==> src/rtl/stream_dwc_down.sv <==
// Stream width downsizer: each IN_WIDTH-bit word leaves as RATIO OUT_WIDTH-bit beats, least-significant chunk first.
// A single holding register is enough because the last beat of a word may overlap the load of the next word.

module stream_dwc_down_chk #(
  parameter int OUT_WIDTH = 16
) (
  input logic                 clk,
  input logic                 rst_n,
  input logic                 in_valid,
  input logic                 in_ready,
  input logic                 out_valid,
  input logic                 out_ready,
  input logic [OUT_WIDTH-1:0] out_data
);

  // A stalled beat must keep its valid and data until it is taken
  a_hold_stable: assert property (@(posedge clk) disable iff (!rst_n)
    (out_valid && !out_ready) |=> (out_valid && $stable(out_data)))
    else $error("stream_dwc_down: beat changed while stalled");

  a_ready_when_empty: assert property (@(posedge clk) disable iff (!rst_n)
    !out_valid |-> in_ready)
    else $error("stream_dwc_down: not ready while empty");

  a_reload_needs_drain: assert property (@(posedge clk) disable iff (!rst_n)
    (out_valid && in_ready) |-> out_ready)
    else $error("stream_dwc_down: ready while a word is still pending");

  a_no_ready_in_reset: assert property (@(posedge clk)
    !rst_n |-> !in_ready)
    else $error("stream_dwc_down: ready asserted during reset");

endmodule

module stream_dwc_down #(
  parameter int IN_WIDTH  = 64,
  parameter int OUT_WIDTH = 16
) (
  input  logic                 ap_clk,
  input  logic                 ap_rst_n,
  input  logic [IN_WIDTH-1:0]  in0_V_TDATA,
  input  logic                 in0_V_TVALID,
  output logic                 in0_V_TREADY,
  output logic [OUT_WIDTH-1:0] out_V_TDATA,
  output logic                 out_V_TVALID,
  input  logic                 out_V_TREADY
);

  localparam int RATIO = (OUT_WIDTH > 0) ? (IN_WIDTH / OUT_WIDTH) : 0;
  localparam int IDX_W = (RATIO > 1) ? $clog2(RATIO) : 1;
  localparam int N_SLOT = 2 ** IDX_W;
  localparam logic [IDX_W-1:0] LAST_IDX = IDX_W'(RATIO - 1);

  if ((OUT_WIDTH < 1) || (RATIO < 2) || ((IN_WIDTH % OUT_WIDTH) != 0)) begin : g_bad_cfg
    $error("stream_dwc_down: IN_WIDTH must be a multiple (>=2x) of OUT_WIDTH");
  end

  logic [IN_WIDTH-1:0]  r_buf;
  logic                 r_full;
  logic [IDX_W-1:0]     r_idx;
  logic                 w_last;
  logic                 w_in_ready;
  logic                 w_in_hs;
  logic                 w_out_hs;
  logic [OUT_WIDTH-1:0] w_chunks [N_SLOT];

  // Slots past RATIO only exist to give the index a full power-of-two range
  for (genvar g = 0; g < N_SLOT; g++) begin : g_chunk
    if (g < RATIO) begin : g_used
      assign w_chunks[g] = r_buf[g*OUT_WIDTH +: OUT_WIDTH];
    end else begin : g_unused
      assign w_chunks[g] = '0;
    end
  end

  assign w_last     = (r_idx == LAST_IDX);
  // The out_V_TREADY -> in0_V_TREADY path lets the next word load on the last beat without a bubble
  assign w_in_ready = ap_rst_n & (~r_full | (out_V_TREADY & w_last));
  assign w_in_hs    = in0_V_TVALID & w_in_ready;
  assign w_out_hs   = r_full & out_V_TREADY;

  assign in0_V_TREADY = w_in_ready;
  assign out_V_TVALID = r_full;
  assign out_V_TDATA  = w_chunks[r_idx];

  // Holding register, occupancy flag and chunk index; a reload wins over draining the last chunk
  always_ff @(posedge ap_clk or negedge ap_rst_n) begin
    if (!ap_rst_n) begin
      r_buf  <= '0;
      r_full <= 1'b0;
      r_idx  <= '0;
    end else if (w_in_hs) begin
      r_buf  <= in0_V_TDATA;
      r_full <= 1'b1;
      r_idx  <= '0;
    end else if (w_out_hs) begin
      r_buf <= r_buf;
      if (w_last) begin
        r_full <= 1'b0;
        r_idx  <= '0;
      end else begin
        r_full <= r_full;
        r_idx  <= r_idx + IDX_W'(1);
      end
    end else begin
      r_buf  <= r_buf;
      r_full <= r_full;
      r_idx  <= r_idx;
    end
  end

  stream_dwc_down_chk #(
    .OUT_WIDTH (OUT_WIDTH)
  ) u_chk (
    .clk       (ap_clk),
    .rst_n     (ap_rst_n),
    .in_valid  (in0_V_TVALID),
    .in_ready  (w_in_ready),
    .out_valid (r_full),
    .out_ready (out_V_TREADY),
    .out_data  (out_V_TDATA)
  );

endmodule
==> config.mk <==
export PLATFORM = sky130hd
export DESIGN_NAME = stream_dwc_down
export DESIGN_NICKNAME = d
export VERILOG_FILES = /design/src/rtl/stream_dwc_down.sv
export SDC_FILE = /design/constraint.sdc
export NUM_CORES = 1
export LEC_CHECK = 0
export CORE_ASPECT_RATIO = 0.8
export CORE_MARGIN = 2
export CORE_UTILIZATION = 35
export DETAILED_ROUTE_END_ITERATION = 8
export PLACE_DENSITY = 0.64
export REMOVE_ABC_BUFFERS = 1
export SLEW_MARGIN = 15
export SYNTH_ARGS = -nofsm -noshare
export SYNTH_HDL_FRONTEND = slang
export SYNTH_SLANG_ARGS = --single-unit
==> constraint.sdc <==
create_clock -name ap_clk -period 1.59 [get_ports ap_clk]
set_input_delay 0.477 -clock ap_clk [delete_from_list [all_inputs] [get_ports ap_clk]]
set_output_delay 0.477 -clock ap_clk [all_outputs]
set_load 0.03 [all_outputs]
* Word-level counts from Yosys, hierarchy flattened
Index checks and enable logic that the tools add are counted.
Operators by class: $add $sub $neg 1, $lt $le $gt $ge 1, equal/unequal tests 1, multiplexer cells 9, bitwise gates (word level) 7, reductions and logical operators 3
Operators with widths (count):
- 16-bit binary-select mux with 2-bit select | 1
- 16-bit two-way mux | 2
- 2-bit two-way mux | 3
- 1-bit AND | 4
- 2-bit nonzero test | 2
- 3-bit greater-or-equal comparator (second input constant) | 1
- 1-bit two-way mux | 3
- 2-bit NOT with 3-bit output | 1
- 2-bit by 1-bit adder with 2-bit output (second input constant) | 1
- 2-bit equality test (second input constant) | 1
- 2-bit AND reduction | 1
- 1-bit NOT | 1
- 1-bit bitwise OR | 1
Word-level totals: register bits after elaboration 67, input port bits 68, output and inout bits 18, logic and storage cells 25

* Longest topological paths before layout
Gate-level depths: netlist of run 1.
depth after elaboration 7, depth in mapped cells 6

* Worst setup path before layout of run 1
Ideal clock, no wire load.
kind register to output, start reg r_idx[0], end out out_V_TDATA[1], arrival time 1.312 ns, required time 1.113 ns, slack -0.199 ns, stages on the path, launching flop included 4, path buffers 2, path through dfrtp_1 buf_4 buf_6 mux4_2
Between the ends: cells in the longest elaborated chain, start to end 4
Ends and longest elaborated chain:
- from (decl) | RTL line 60 | logic [IDX_W-1:0] r_idx;
- from (signal assigned) | RTL line 103 | r_idx <= r_idx + IDX_W'(1);
- from (signal assigned) | RTL line 108 | r_idx <= r_idx;
- 2-bit NOT with 3-bit output (implied by the code) | RTL line 84 | assign out_V_TDATA = w_chunks[r_idx];
- 16-bit binary-select mux with 2-bit select | RTL line 84
- 16-bit two-way mux (implied by the code) (2 in series) | RTL line 84
- to (decl) | RTL line 44 | output logic [OUT_WIDTH-1:0] out_V_TDATA,
No other way between the ends. The select of a mux whose other input is x is not followed.

* Worst setup path after layout of run 1
start reg r_idx[0], end out out_V_TDATA[15]
The elaborated chain is that of the path after synthesis.

==> results.json, run 1 <==
{
  "outcome": "finished, violations left",
  "violations": "setup timing",
  "setup_ws_ns": -0.516,
  "synth.avg_cell_area_um2": 17.1,
  "cts-buffers-inserted": 9,
  "final_cell_area_um2": 4760,
  "critical_path_class": "reg -> out",
  "critPathMaxStageDelay_ns": 0.53,
  "finalCritPeriodShare_pct": 132,
  "grt_max_degree": 68,
  "drtAntennaViolNets": 0,
  "wl_um": 7260,
  "clock-skew-final_ns": 0.00255,
  "firstDrtPassIters": 4,
  "vias": 1923,
  "die_area_um2": 9170,
  "htree_num_levels": 3,
  "synth_mux_area_share_pct": 37.0,
  "worst_slew_pin_slew_ns": 0.870,
  "first_iter_violations": 25,
  "rsz0062_at_grt": "true",
  "p_total_mw": 9.64,
  "path_clk_slew_ns": 0.07,
  "hold_viol_final": 0,
  "power.leakage_nw": 2.08,
  "crit_chain": "buf_6 -> mux4_2 -> buf_6",
  "yosysSeqAreaShare_pct": 56.9,
  "cap_violations": 0,
  "ir_worst_vdd_mv": 1.11,
  "syn2layout_area_growth_pct": 61.6,
  "netlist_area_um2": 2950,
  "cts_max_path_buffers": 2,
  "yosys-top-cells-count": "dfrtp_1 (67), mux2_1 (44), mux2_2 (20)",
  "end_kind": "output port",
  "die_w_um": 107,
  "yosysMostFrequentCell": "dfrtp_1",
  "dpl.hpwl_um": 3950,
  "synth_cell_types": 16,
  "drc": 0,
  "synth_xor_area_share_pct": 0,
  "wl_per_cell_um": 18.1,
  "grt_overflow_total": 0,
  "gp_congestion": 0.656,
  "fin_util_pct": 59.1,
  "hp-class": "in -> async",
  "synth_fa_ha_area_share_pct": 0.425,
  "dieHeight_um": 86.1,
  "final_cells": 401,
  "intPower_mw": 6.46,
  "ctsHoldBuffers": 0,
  "synth_top_cell_by_area": "dfrtp_1",
  "clock_power_share_pct": 13.4,
  "tns_ns": -25.00,
  "start_util_pct": 36.6,
  "synth_top_cell_area_share_pct": 56.9,
  "start_kind": "flip-flop",
  "max_freq_ghz": 0.475,
  "p_seq_share_pct": 31.7,
  "switching_share_pct": 33.0,
  "io_pins": 86,
  "drv_slew": 0,
  "vias_per_cell": 4.80,
  "portBuffers": 85,
  "drive_above_1_share_pct": 50.9,
  "tritoncts": "yes",
  "crit_buf_inv": 2,
  "worst_path_max_delay_cell": "mux4_2",
  "worstPathArrival_ns": 1.63,
  "fp-row-count": 29,
  "synth-compound-area-share_pct": 0.467,
  "yosys-top-cells-area": "dfrtp_1 (57%), mux2_1 (17%), mux4_2 (12%)",
  "num_antenna_cells": 0,
  "insertion_delay_ns": 0.34,
  "yosys.area_share.simple_pct": 1.40,
  "dp_cells": 367,
  "finalSetupViolCount": 83,
  "ys_warn_count": 0,
  "grt_pass1_vias": 2183,
  "synthArstFlopShare_pct": 100,
  "syn_inst": 172,
  "cts_sinks": 67,
  "crit_top_cell": "buf_6",
  "dpl-instance-area_um2": 3970,
  "ys_seq_elements": 67,
  "p_sw_mw": 3.18,
  "synth_top_family_by_area": "multiplexers",
  "cellPowerDensity_nw_per_um2": 2030,
  "grt_pass1_wl_um": 11700,
  "grtUsageTotal_pct": 17.1,
  "cp.required_ns": 1.11,
  "antenna_found_initial": 0,
  "cp_max_fo": 5,
  "slew_headroom_pct": 42.0,
  "combPwrFrac_pct": 54.9,
  "synth_flop_cell": "dfrtp_1",
  "cts-root-buf": "clkbuf_8",
  "num-nets-final": 358,
  "path_delay_family": "multiplexers",
  "core_um2": 8060,
  "synth_edf_count": 0,
  "layout_min_cycle_time_ns": 2.11
}
[logic make-up after synthesis]
group	count (synthesis)
flops	67
buf+inv	11
compound gates	2
mux	81
simple gates	10
fa+ha+maj	1
[worst paths after layout]
| kind | start | endpoint | slack [ns] | depth (start not counted) |
|---|---|---|---|---|
| worst min-delay path | ap_rst_n | r_buf[19] | 0.44 | 3 |
| worst max-delay path | r_idx[0] | out_V_TDATA[15] | -0.52 | 3 |
| max in group asynchronous | ap_rst_n | r_idx[0] | 0.54 | 3 |
| worst max register to register | r_idx[0] | r_buf[32] | -0.31 | 9 |
| worst min register to register | r_buf[28] | r_buf[28] | 0.49 | 1 |
| min in group ap_clk | ap_rst_n | out_V_TVALID | 0.44 | 3 |
[power by group through the flow]
| stage | Sequential [mW] | Combinational (mW) | Clock, mW |
|---|---|---|---|
| 3_5_place_dp | 3.01 | 4.03 | 0 |
| 4_1_cts | 3.03 | 5.45 | 1.34 |
| 3_3_place_gp | 2.98 | 3.98 | 0 |
| 5_1_grt | 3.15 | 5.60 | 1.40 |
| 6_report | 3.06 | 5.29 | 1.29 |
| 2_1_floorplan | 3.00 | 2.42 | 0 |
[state kept, by name (all words and copies together) (netlist names)]
name,flops
r_idx,2
out_V_TVALID,1
r_buf,64
[layout by cell type (no fill, tap or decap), drive strengths merged]
cell	count
clkbuf	13
and2	1
ha	1
mux2i	1
clkdlybuf4s50	66
mux2	64
nand3	1
a21oi	2
clkinv	2
nand2	6
dfrtp	67
nor2	2
mux4	16
buf	51
[layout make-up]
class | count | area (µm²)
fillers | 666 | 3290
multi-input cells | 94 | 1430
clock buffers | 13 | 169
clock inverters | 2 | 10.0
repair buffers | 117 | 1340
well taps | 108 | 135
flip-flops and latches | 67 | 1680
[tightest hold or removal path: stages]
cell and delay (ns):
buf_4 0.09, buf_4 0.09, buf_4 0.66
[metrics by stage]
step           hold slack [ns]  setup WS, ns
2_1_floorplan            0.181         -2.08
3_3_place_gp             0.461        -0.608
3_5_place_dp             0.470        -0.630
4_1_cts                  0.432        -0.585
5_1_grt                  0.460        -0.569
6_report                 0.440        -0.516
[repair_timing]
item	CTS	global route
setup endpoints to repair	81	83
endpoints found under the hold margin	0	0
pin swaps	4	2
buffers inserted	16	6
resized for setup	194	26
cloned	9	0
[routing by layer]
layer	track usage (%)	share of wire (%)	up-vias
li1	-	-	868
met1	24.4	48	989
met2	25.6	46	57
met3	5.02	5.0	9
met4	4.60	1.2	0
met5	0	0	-
(Power assumes the default switching activity.)
==> run 2, diff against run 1 <==
CORE_UTILIZATION = 43   (was 35)
PLACE_DENSITY = 0.77   (was 0.64)
==> run 2 against run 1 <==
Compared with the run above: the flow still finishes with violations (setup timing); critical path type unchanged; largest power group unchanged; critical path depth stayed put; routed wire length is 1.2% higher; flip-flop and latch count stayed put.
==> results.json, run 2 (synthesis results as in run 1) <==
{
  "fin_util_pct": 72.5,
  "wl_per_cell_um": 19.8,
  "regMostFlops": "r_buf",
  "clock-skew-final_ns": 0.00627,
  "power.leakage_nw": 2.07,
  "vias_per_cell": 5.25,
  "first_iter_violations": 53,
  "worst_r2r_endpoint": "r_buf[20]",
  "grtUsageTotal_pct": 17.5,
  "grt_pass1_wl_um": 9670,
  "largest_reg_flops": 64,
  "critical_path_class": "reg -> out",
  "drive_above_1_share_pct": 50.5,
  "cap_violations": 0,
  "hold_viol_final": 0,
  "start_kind": "flip-flop",
  "tritoncts": "yes",
  "end_kind": "output port",
  "portBuffers": 85,
  "cp_max_fo": 6,
  "cellPowerDensity_nw_per_um2": 2070,
  "grt_busiest_layer": "met2",
  "grt_pass1_vias": 2052,
  "vias": 1949,
  "ir_worst_vdd_mv": 1.16,
  "fp-row-count": 26,
  "dieHeight_um": 78.0,
  "drtAntennaViolNets": 0,
  "worst_path_max_delay_cell": "mux4_2",
  "worst_slew_pin_slew_ns": 0.838,
  "cts-root-buf": "clkbuf_8",
  "dpl.hpwl_um": 4020,
  "setup_ws_ns": -0.510,
  "final_cell_mix": "clkdlybuf4s50_1 (66), dfrtp_1 (66), mux2_4 (64)",
  "max_freq_ghz": 0.476,
  "syn2layout_area_growth_pct": 60.0,
  "cts_max_path_buffers": 2,
  "ctsHoldBuffers": 0,
  "gp_congestion": 0.715,
  "met1_usage_pct": 21.0,
  "startpoint": "r_idx[0]",
  "grt_use_met2_pct": 26.7,
  "drc": 0,
  "antenna_found_initial": 0,
  "cts_sinks": 67,
  "cp.required_ns": 1.11,
  "violations": "setup timing",
  "outcome": "finished, violations left",
  "die_w_um": 96.6,
  "die_area_um2": 7530,
  "core_um2": 6510,
  "wl_um": 7350,
  "reg2reg_from": "r_idx[1]",
  "layout_min_cycle_time_ns": 2.10,
  "rrSetupSlack_ns": -0.36,
  "num_antenna_cells": 0,
  "grt_max_degree": 68,
  "htree_num_levels": 3,
  "cts-buffers-inserted": 9,
  "hp-class": "in -> async",
  "finalSetupViolCount": 83,
  "drv_slew": 0,
  "slew_headroom_pct": 44.1,
  "num-nets-final": 352,
  "rsz0062_at_grt": "true",
  "worstPathArrival_ns": 1.62,
  "grtUsageMet3_pct": 11.6,
  "crit_chain": "buf_12 -> mux4_2 -> buf_6",
  "num-fill-cells": 441,
  "start_util_pct": 45.3,
  "grt_overflow_total": 0,
  "reg2reg_depth": 8,
  "insertion_delay_ns": 0.34,
  "firstDrtPassIters": 4,
  "path_clk_slew_ns": 0.07,
  "io_pins": 86,
  "finalCritPeriodShare_pct": 132,
  "critPathMaxStageDelay_ns": 0.53,
  "p_total_mw": 9.75
}
==> run 2: per-stage QoR <==
stage | TNS, ns | setup WS, ns | cell area [µm²] | instances | hold slack [ns]
6_report | -28.03 | -0.510 | 4710 | 371 | 0.437
3_5_place_dp | -36.26 | -0.611 | 3900 | 340 | 0.470
2_1_floorplan | -142.32 | -2.08 | 2840 | 161 | 0.181
3_3_place_gp | -35.11 | -0.603 | 3900 | 340 | 0.463
5_1_grt | -34.26 | -0.573 | 4710 | 371 | 0.452
4_1_cts | -19.64 | -0.519 | 4210 | 360 | 0.419
==> run 2: cell type report <==
| cell class | count | area (µm²) | area share (%) |
|---|---|---|---|
| clock buffer | 13 | 159 | 3.37 |
| sequential | 67 | 1680 | 35.6 |
| tap | 84 | 105 | 2.23 |
| multi-input combinational | 94 | 1440 | 30.4 |
| timing repair buffer | 111 | 1300 | 27.6 |
| clock inverter | 2 | 35.0 | 0.743 |
==> run 2: critical path: cells and delay by family, from the launching register on <==
kind	cells	cell delay (ns)
buf+inv	2	0.32
mux	1	0.53
flops	1	0.44
==> run 2: power breakdown <==
part	leakage (nW)	total, mW	switching, mW	internal (mW)
Sequential	0.803	3.08	0.517	2.57
Combinational	1.17	5.26	2.08	3.18
Clock	0.0995	1.40	0.603	0.801
Total	2.07	9.75	3.20	6.55
==> run 2: metal layers <==
layer | vias up | part of all wire, %
li1 | 854 | -
met5 | - | 0
met2 | 76 | 48
met3 | 5 | 9.8
met1 | 1014 | 42
met4 | 0 | 0.52
==> run 2: repair_timing <==
action / in CTS / in global routing
gates resized for setup: 112 / 82
hold endpoints to repair: 0 / 0
cloned: 1 / 9
buffers inserted: 4 / 4
pin swaps: 1 / 4
setup endpoints to repair: 81 / 83
==> run 2: worst max-delay path by stage <==
| stage | end | depth (start not counted) | slack (ns) |
|---|---|---|---|
| CTS | out_V_TDATA[5] | 3 | -0.52 |
| finish | out_V_TDATA[9] | 3 | -0.51 |
| detailed placement | out_V_TDATA[5] | 3 | -0.61 |
| global placement | out_V_TDATA[11] | 3 | -0.60 |
| floorplan | r_buf[0] | 4 | -2.08 |
| global route | out_V_TDATA[8] | 3 | -0.57 |
